File: config.mk
export PLATFORM = sky130hd
export DESIGN_NAME = dsp_config_sequencer_flat
export DESIGN_NICKNAME = d
export VERILOG_FILES = /design/src/rtl/dsp_config_sequencer_if.sv /design/src/rtl/dsp_config_sequencer.sv /design/src/flat_wrapper.sv
export SDC_FILE = /design/constraint.sdc
export NUM_CORES = 1
export LEC_CHECK = 0
export BUFFER_PORTS_ARGS = -buffer_cell sky130_fd_sc_hd__buf_2
export CAP_MARGIN = 25
export CORE_MARGIN = 2
export CORE_UTILIZATION = 45
export DETAILED_ROUTE_END_ITERATION = 10
export PLACE_DENSITY = 0.69
export SLEW_MARGIN = 5
export SYNTH_ARGS = -nofsm -noshare
export SYNTH_HDL_FRONTEND = slang
export SYNTH_SLANG_ARGS = --single-unit
File: constraint.sdc
create_clock -name clk -period 4.7 [get_ports clk]
set_input_delay 0.235 -clock clk [delete_from_list [all_inputs] [get_ports clk]]
set_output_delay 0.235 -clock clk [all_outputs]
set_load 0.05 [all_outputs]
File: src/rtl/dsp_config_sequencer_if.sv
// Configuration and FIR-control bundle for the DSP reload sequencer.
// The master side supplies the reload requests and coefficient beats.
// The slave side (the sequencer) drives the FIR port and the datapath gates.
interface dsp_config_sequencer_if #(
  parameter int COEF_W = 12,
  parameter int ADDR_W = 4
);
  logic              cfg_start;
  logic              cfg_abort;
  logic [COEF_W-1:0] cfg_coef;
  logic              cfg_valid;
  logic              cfg_ready;
  logic              fir_write_en;
  logic [ADDR_W-1:0] fir_addr;
  logic [COEF_W-1:0] fir_coefficient;
  logic              dp_enable;
  logic              out_valid_gate;
  logic              coef_valid;
  logic              busy;
  logic              done;

  modport master (
    output cfg_start, cfg_abort, cfg_coef, cfg_valid,
    input  cfg_ready, fir_write_en, fir_addr, fir_coefficient,
    input  dp_enable, out_valid_gate, coef_valid, busy, done
  );

  modport slave (
    input  cfg_start, cfg_abort, cfg_coef, cfg_valid,
    output cfg_ready, fir_write_en, fir_addr, fir_coefficient,
    output dp_enable, out_valid_gate, coef_valid, busy, done
  );
endinterface

File: src/rtl/dsp_config_sequencer.sv
// Reload controller for the upsampler -> FIR -> storage chain.
// Halts the datapath, streams a coefficient set into the FIR, flushes the
// delay line with output gated off, then re-enables validated output.
module dsp_config_sequencer #(
  parameter int NUM_TAPS     = 16,
  parameter int COEF_W       = 12,
  parameter int ADDR_W       = 4,
  parameter int DRAIN_CYCLES = 2,
  parameter int FLUSH_CYCLES = 16
) (
  input  logic                    clk,
  input  logic                    rst,
  dsp_config_sequencer_if.slave   bus
);

  // One shared counter times both DRAIN and FLUSH; it only has to reach max-1.
  localparam int CNT_MAX = (DRAIN_CYCLES > FLUSH_CYCLES) ? DRAIN_CYCLES : FLUSH_CYCLES;
  localparam int CNT_W   = (CNT_MAX > 1) ? $clog2(CNT_MAX) : 1;

  typedef enum logic [2:0] {
    S_IDLE,
    S_DRAIN,
    S_LOAD,
    S_FLUSH,
    S_RUN
  } state_t;

  state_t            state_q, state_d;
  logic [CNT_W-1:0]  cnt_q, cnt_d;
  logic [ADDR_W-1:0] tap_q, tap_d;
  logic [ADDR_W-1:0] addr_q, addr_d;
  logic [COEF_W-1:0] coef_q, coef_d;
  logic              wr_q, wr_d;
  logic              coef_valid_q, coef_valid_d;
  logic              done_q, done_d;
  logic              accept;

  // Abort withdraws ready in the same cycle so an aborted beat is never taken.
  assign bus.cfg_ready = (state_q == S_LOAD) && !bus.cfg_abort;
  assign accept        = bus.cfg_ready && bus.cfg_valid;

  assign bus.fir_write_en    = wr_q;
  assign bus.fir_addr        = addr_q;
  assign bus.fir_coefficient = coef_q;
  assign bus.dp_enable       = (state_q == S_FLUSH) || (state_q == S_RUN);
  assign bus.out_valid_gate  = (state_q == S_RUN);
  assign bus.busy            = (state_q == S_DRAIN) || (state_q == S_LOAD) || (state_q == S_FLUSH);
  assign bus.coef_valid      = coef_valid_q;
  assign bus.done            = done_q;

  // State and datapath registers; reset returns everything to zero/IDLE.
  always_ff @(posedge clk) begin
    if (rst) begin
      state_q      <= S_IDLE;
      cnt_q        <= '0;
      tap_q        <= '0;
      addr_q       <= '0;
      coef_q       <= '0;
      wr_q         <= 1'b0;
      coef_valid_q <= 1'b0;
      done_q       <= 1'b0;
    end else begin
      state_q      <= state_d;
      cnt_q        <= cnt_d;
      tap_q        <= tap_d;
      addr_q       <= addr_d;
      coef_q       <= coef_d;
      wr_q         <= wr_d;
      coef_valid_q <= coef_valid_d;
      done_q       <= done_d;
    end
  end

  // Next-state and registered-output decode.
  always_comb begin
    state_d      = state_q;
    cnt_d        = cnt_q;
    tap_d        = tap_q;
    addr_d       = addr_q;
    coef_d       = coef_q;
    wr_d         = 1'b0;
    coef_valid_d = coef_valid_q;
    done_d       = 1'b0;

    case (state_q)
      S_IDLE, S_RUN: begin
        if (bus.cfg_start) begin
          state_d = S_DRAIN;
          cnt_d   = '0;
        end
      end
      S_DRAIN: begin
        if (bus.cfg_abort) begin
          // Coefficients were never touched, so fall back to whatever was running.
          state_d = coef_valid_q ? S_RUN : S_IDLE;
        end else if (cnt_q == CNT_W'(DRAIN_CYCLES - 1)) begin
          state_d      = S_LOAD;
          tap_d        = '0;
          coef_valid_d = 1'b0;
        end else begin
          cnt_d = cnt_q + CNT_W'(1);
        end
      end
      S_LOAD: begin
        if (bus.cfg_abort) begin
          state_d      = S_IDLE;
          coef_valid_d = 1'b0;
        end else if (accept) begin
          wr_d   = 1'b1;
          addr_d = tap_q;
          coef_d = bus.cfg_coef;
          tap_d  = tap_q + ADDR_W'(1);
          if (tap_q == ADDR_W'(NUM_TAPS - 1)) begin
            state_d = S_FLUSH;
            cnt_d   = '0;
          end
        end
      end
      S_FLUSH: begin
        if (bus.cfg_start) begin
          state_d = S_DRAIN;
          cnt_d   = '0;
        end else if (cnt_q == CNT_W'(FLUSH_CYCLES - 1)) begin
          state_d      = S_RUN;
          done_d       = 1'b1;
          coef_valid_d = 1'b1;
        end else begin
          cnt_d = cnt_q + CNT_W'(1);
        end
      end
      default: state_d = S_IDLE;
    endcase
  end

endmodule
File: src/flat_wrapper.sv
// flat-port wrapper written by rule: the top's interface ports become plain ports
module dsp_config_sequencer_flat 
#(
  parameter int NUM_TAPS     = 16,
  parameter int COEF_W       = 12,
  parameter int ADDR_W       = 4,
  parameter int DRAIN_CYCLES = 2,
  parameter int FLUSH_CYCLES = 16
)
  (clk, rst, bus_cfg_start, bus_cfg_abort, bus_cfg_coef, bus_cfg_valid, bus_cfg_ready, bus_fir_write_en, bus_fir_addr, bus_fir_coefficient, bus_dp_enable, bus_out_valid_gate, bus_coef_valid, bus_busy, bus_done);
  dsp_config_sequencer_if #(.COEF_W(COEF_W), .ADDR_W(ADDR_W)) bus_i ();
  input  logic clk;
  input  logic rst;
  input wire logic [$bits(bus_i.cfg_start)-1:0] bus_cfg_start;
  input wire logic [$bits(bus_i.cfg_abort)-1:0] bus_cfg_abort;
  input wire logic [$bits(bus_i.cfg_coef)-1:0] bus_cfg_coef;
  input wire logic [$bits(bus_i.cfg_valid)-1:0] bus_cfg_valid;
  output wire logic [$bits(bus_i.cfg_ready)-1:0] bus_cfg_ready;
  output wire logic [$bits(bus_i.fir_write_en)-1:0] bus_fir_write_en;
  output wire logic [$bits(bus_i.fir_addr)-1:0] bus_fir_addr;
  output wire logic [$bits(bus_i.fir_coefficient)-1:0] bus_fir_coefficient;
  output wire logic [$bits(bus_i.dp_enable)-1:0] bus_dp_enable;
  output wire logic [$bits(bus_i.out_valid_gate)-1:0] bus_out_valid_gate;
  output wire logic [$bits(bus_i.coef_valid)-1:0] bus_coef_valid;
  output wire logic [$bits(bus_i.busy)-1:0] bus_busy;
  output wire logic [$bits(bus_i.done)-1:0] bus_done;
  assign bus_i.cfg_start = bus_cfg_start;
  assign bus_i.cfg_abort = bus_cfg_abort;
  assign bus_i.cfg_coef = bus_cfg_coef;
  assign bus_i.cfg_valid = bus_cfg_valid;
  assign bus_cfg_ready = bus_i.cfg_ready;
  assign bus_fir_write_en = bus_i.fir_write_en;
  assign bus_fir_addr = bus_i.fir_addr;
  assign bus_fir_coefficient = bus_i.fir_coefficient;
  assign bus_dp_enable = bus_i.dp_enable;
  assign bus_out_valid_gate = bus_i.out_valid_gate;
  assign bus_coef_valid = bus_i.coef_valid;
  assign bus_busy = bus_i.busy;
  assign bus_done = bus_i.done;
  dsp_config_sequencer #(.NUM_TAPS(NUM_TAPS), .COEF_W(COEF_W), .ADDR_W(ADDR_W), .DRAIN_CYCLES(DRAIN_CYCLES), .FLUSH_CYCLES(FLUSH_CYCLES)) u_core (.clk(clk), .rst(rst), .bus(bus_i));
endmodule
==> impl_results.md <==
* Die Y at ~63 um
* Yosys warnings at 0
* VDD IR max at 146 uV
* Global-route wire length before repair at about 6000 um
* Critical path class: reg2out
* Via count at 1,411
* Initial core utilization at 47.2%
* # setup viols final at 0
* DR iter-0 viols at between 90 and 100
* Vias per std cell at 5.30
* Clock sink total at 30
* Critical path's slowest cell: dfxtp_1
* All-Layer GR Usage at approximately a fifth
* Leak pwr at 0.719 nW
* DRT Wirelength at 3350 um
* Period minus WS final at slightly below 2 ns
* Asr flop ratio synth at 0%
* Syn nets at approximately 210
* Htree depth at 2
* DR WL/cell at 12.6 um
* Worst-margin pin slew at 0.619 ns
* Most frequent cells in the layout: 39 x buf_2, 35 x nand2_1, 30 x dfxtp_1
* Post-CTS Hold Buffers at 0
* Final non-filler cell total at 266
* Clk_lat worst skew at ~0.34 ns
* Util after Layout at a little over half
* Max Clk Rate at 505 MHz
* Hold crit path type: in2reg
* CTS tree: yes
* CP Max Fanout at 15
* Vias in the first global route at around 1,300
* Top Ports at 40
* Crit-path max cell delay at 0.64 ns
* Synthesized area at 1590 um^2
* DRC at 0
* Most common cell after layout, fill and taps aside: buf_2
* Clock-pin slew on the worst setup and hold paths at 0.10 ns
* Int Pwr at roughly 0.35 mW
* Relative slew slack at 58.7%
* RSZ-0062 raised after global routing: no
* CP Cell Sequence: nor2b_1, a21o_1, buf_2
* Worst Skew at 0.0123 ns
* Total core area at 3360 um^2
* Switching power at between 0.1 and 0.15 mW
* Root buf cell: clkbuf_4
* Post-CTS setup buffer count at 0
* Antenna cells at 0
* Type of origin of the critical path: flip-flop
* Fin. Hold Viols at 0
* Combinational power share at between 10% and 20%
* Syn Inst Count at around 190
* Antenna violations before repair at 0
* Clock power share at 33.2%
* Final period utilization at 42.2%
* Area growth, synth to finish at 15.9%
* Power Density at 269 nW/um^2
* Hpwl dp at 2370 um
* Number of synthesized flops with an enable pin at 0
* Layout cells sized above 1 at 26.4%
* Fin nets at 239
* Arrival time worst endpoint at 1.75 ns
* Final TNS setup at 0 ns
* Cell variety after synth at 46
* Share of power burned in registers at roughly 53%
* Sequential element share of the synthesized area at 37.9%
* #FFs+latches synth at 30
* PostCTS Resize Cnt at 0
* CP Capture Type: output pin
* Placed Cells at between 200 and 300
* RD Place Congestion at 0.890
* Port bufs at 39
* Largest net degree at the start of global routing at 31
* Die X at about 63 um
* Max Transition Viols Final at 0
* Detailed Routing Iterations Pass 1 at 4
* Max-Cap Viols at 0
* Die ar. at 4020 um^2
* Sw Share at between 20% and 30%
* Antenna-violating nets left at 0
* Status: completed
* Num CTS Buffers at 5
* Worst path required time at between 4 and 5 ns
* Syn_area_per_cell at 8.58 um^2
* Most used DFF post-synth: dfxtp_1
* Fill cell total of the finished layout at 349
* Clk buf depth at 2
* Grt ovf at 0
* # rows at 21
## path summary, 6_finish.rpt
kind                                      start                             to  slack [ns]  cells past startpoint
setup / recovery              u_core.state_q[0]                  bus_dp_enable        2.72                      3
setup reg to reg              u_core.state_q[1]                u_core.tap_q[2]        2.82                      4
hold / removal                  bus_cfg_coef[4]  u_core.bus.fir_coefficient[4]        0.12                      3
hold reg to reg   u_core.bus.fir_coefficient[8]  u_core.bus.fir_coefficient[8]        0.46                      2
## metrics by stage
stage          hold slack (ns)  setup slack [ns]  instance area, um^2  power [mW]
2_1_floorplan            0.371              2.86                 1590       0.321
3_3_place_gp             0.440              2.84                 1780       0.337
3_5_place_dp             0.446              2.83                 1780       0.337
4_1_cts                  0.109              2.71                 1840       0.500
5_1_grt                  0.106              2.58                 1840       0.521
6_report                 0.116              2.72                 1840       0.495
## registers in the layout, summed over array words and instances (netlist names)
name	count
u_core.bus.fir_coefficient	12
u_core.bus.fir_addr	4
u_core.cnt_q	4
u_core.tap_q	4
u_core.state_q	3
u_core.bus.coef_valid	1
u_core.bus.done	1
u_core.bus.fir_write_en	1
## critical path: cells and delay by family, from the launching register on
family / cells / cell delay [ns]
buffers and inverters: 1 / 0.25
and+or+nand+nor: 1 / 0.36
DFF: 1 / 0.64
AOI/OAI and AO/OA: 1 / 0.16
## logic make-up (layout without fill, tap and decap cells)
family	count (synthesis)	in the layout	synth area share, %
muxes	2	2	1.26
adders and majority gates	3	3	2.37
buffers and inverters	16	51	4.97
AOI/OAI and AO/OA	49	49	23.9
and+or+nand+nor	85	85	29.7
DFF	30	30	37.9
## layout make-up
class / count / area, um^2 / area share [%]
clock buffer: 6 / 51.3 / 2.79
clock inverter: 2 / 12.5 / 0.680
inverter: 4 / 15.0 / 0.816
multi-input combinational: 139 / 907 / 49.3
sequential: 30 / 601 / 32.7
tap: 46 / 57.6 / 3.13
timing repair buffer: 39 / 195 / 10.6
## Yosys cell counts (all sizes together), types with 2 or more instances
master	number	area [um^2]
a2bb2oi	2	17.5
clkbuf	5	18.8
o41ai	2	17.5
nor4b	2	32.5
and2	3	18.8
a221o	2	20.0
or3b	3	28.8
a211oi	2	15.0
nor3	5	25.0
o22ai	3	38.8
inv	4	15.0
and3	2	12.5
nand4	3	18.8
nand3	3	15.0
buf	7	45.0
nor2	10	37.5
mux2i	2	20.0
nor4	2	12.5
a21oi	24	120
a31oi	3	18.8
nor2b	5	31.3
nand2b	4	25.0
ha	3	37.5
nand2	36	138
dfxtp	30	601
nor3b	3	27.5
o21ai	2	10.0
o31ai	2	15.0
## power groups by stage
stage	registers, mW	logic [mW]	clock network [mW]
3_3_place_gp	0.269	0.0677	0
2_1_floorplan	0.268	0.0534	0
5_1_grt	0.264	0.0749	0.182
6_report	0.263	0.0675	0.164
4_1_cts	0.263	0.0677	0.169
3_5_place_dp	0.269	0.0675	0
## per-layer routing
| metal | wire (um) | part of all wire, % | track usage (%) | vias to the layer above |
|---|---|---|---|---|
| li1 | - | - | - | 736 |
| met1 | 1580 | 47 | 22.6 | 644 |
| met2 | 1560 | 47 | 30.5 | 25 |
| met3 | 143 | 4.3 | 6.43 | 6 |
| met4 | 59 | 1.8 | 6.52 | 0 |
| met5 | 0 | 0 | 0 | - |
(Power assumes the default switching activity.)
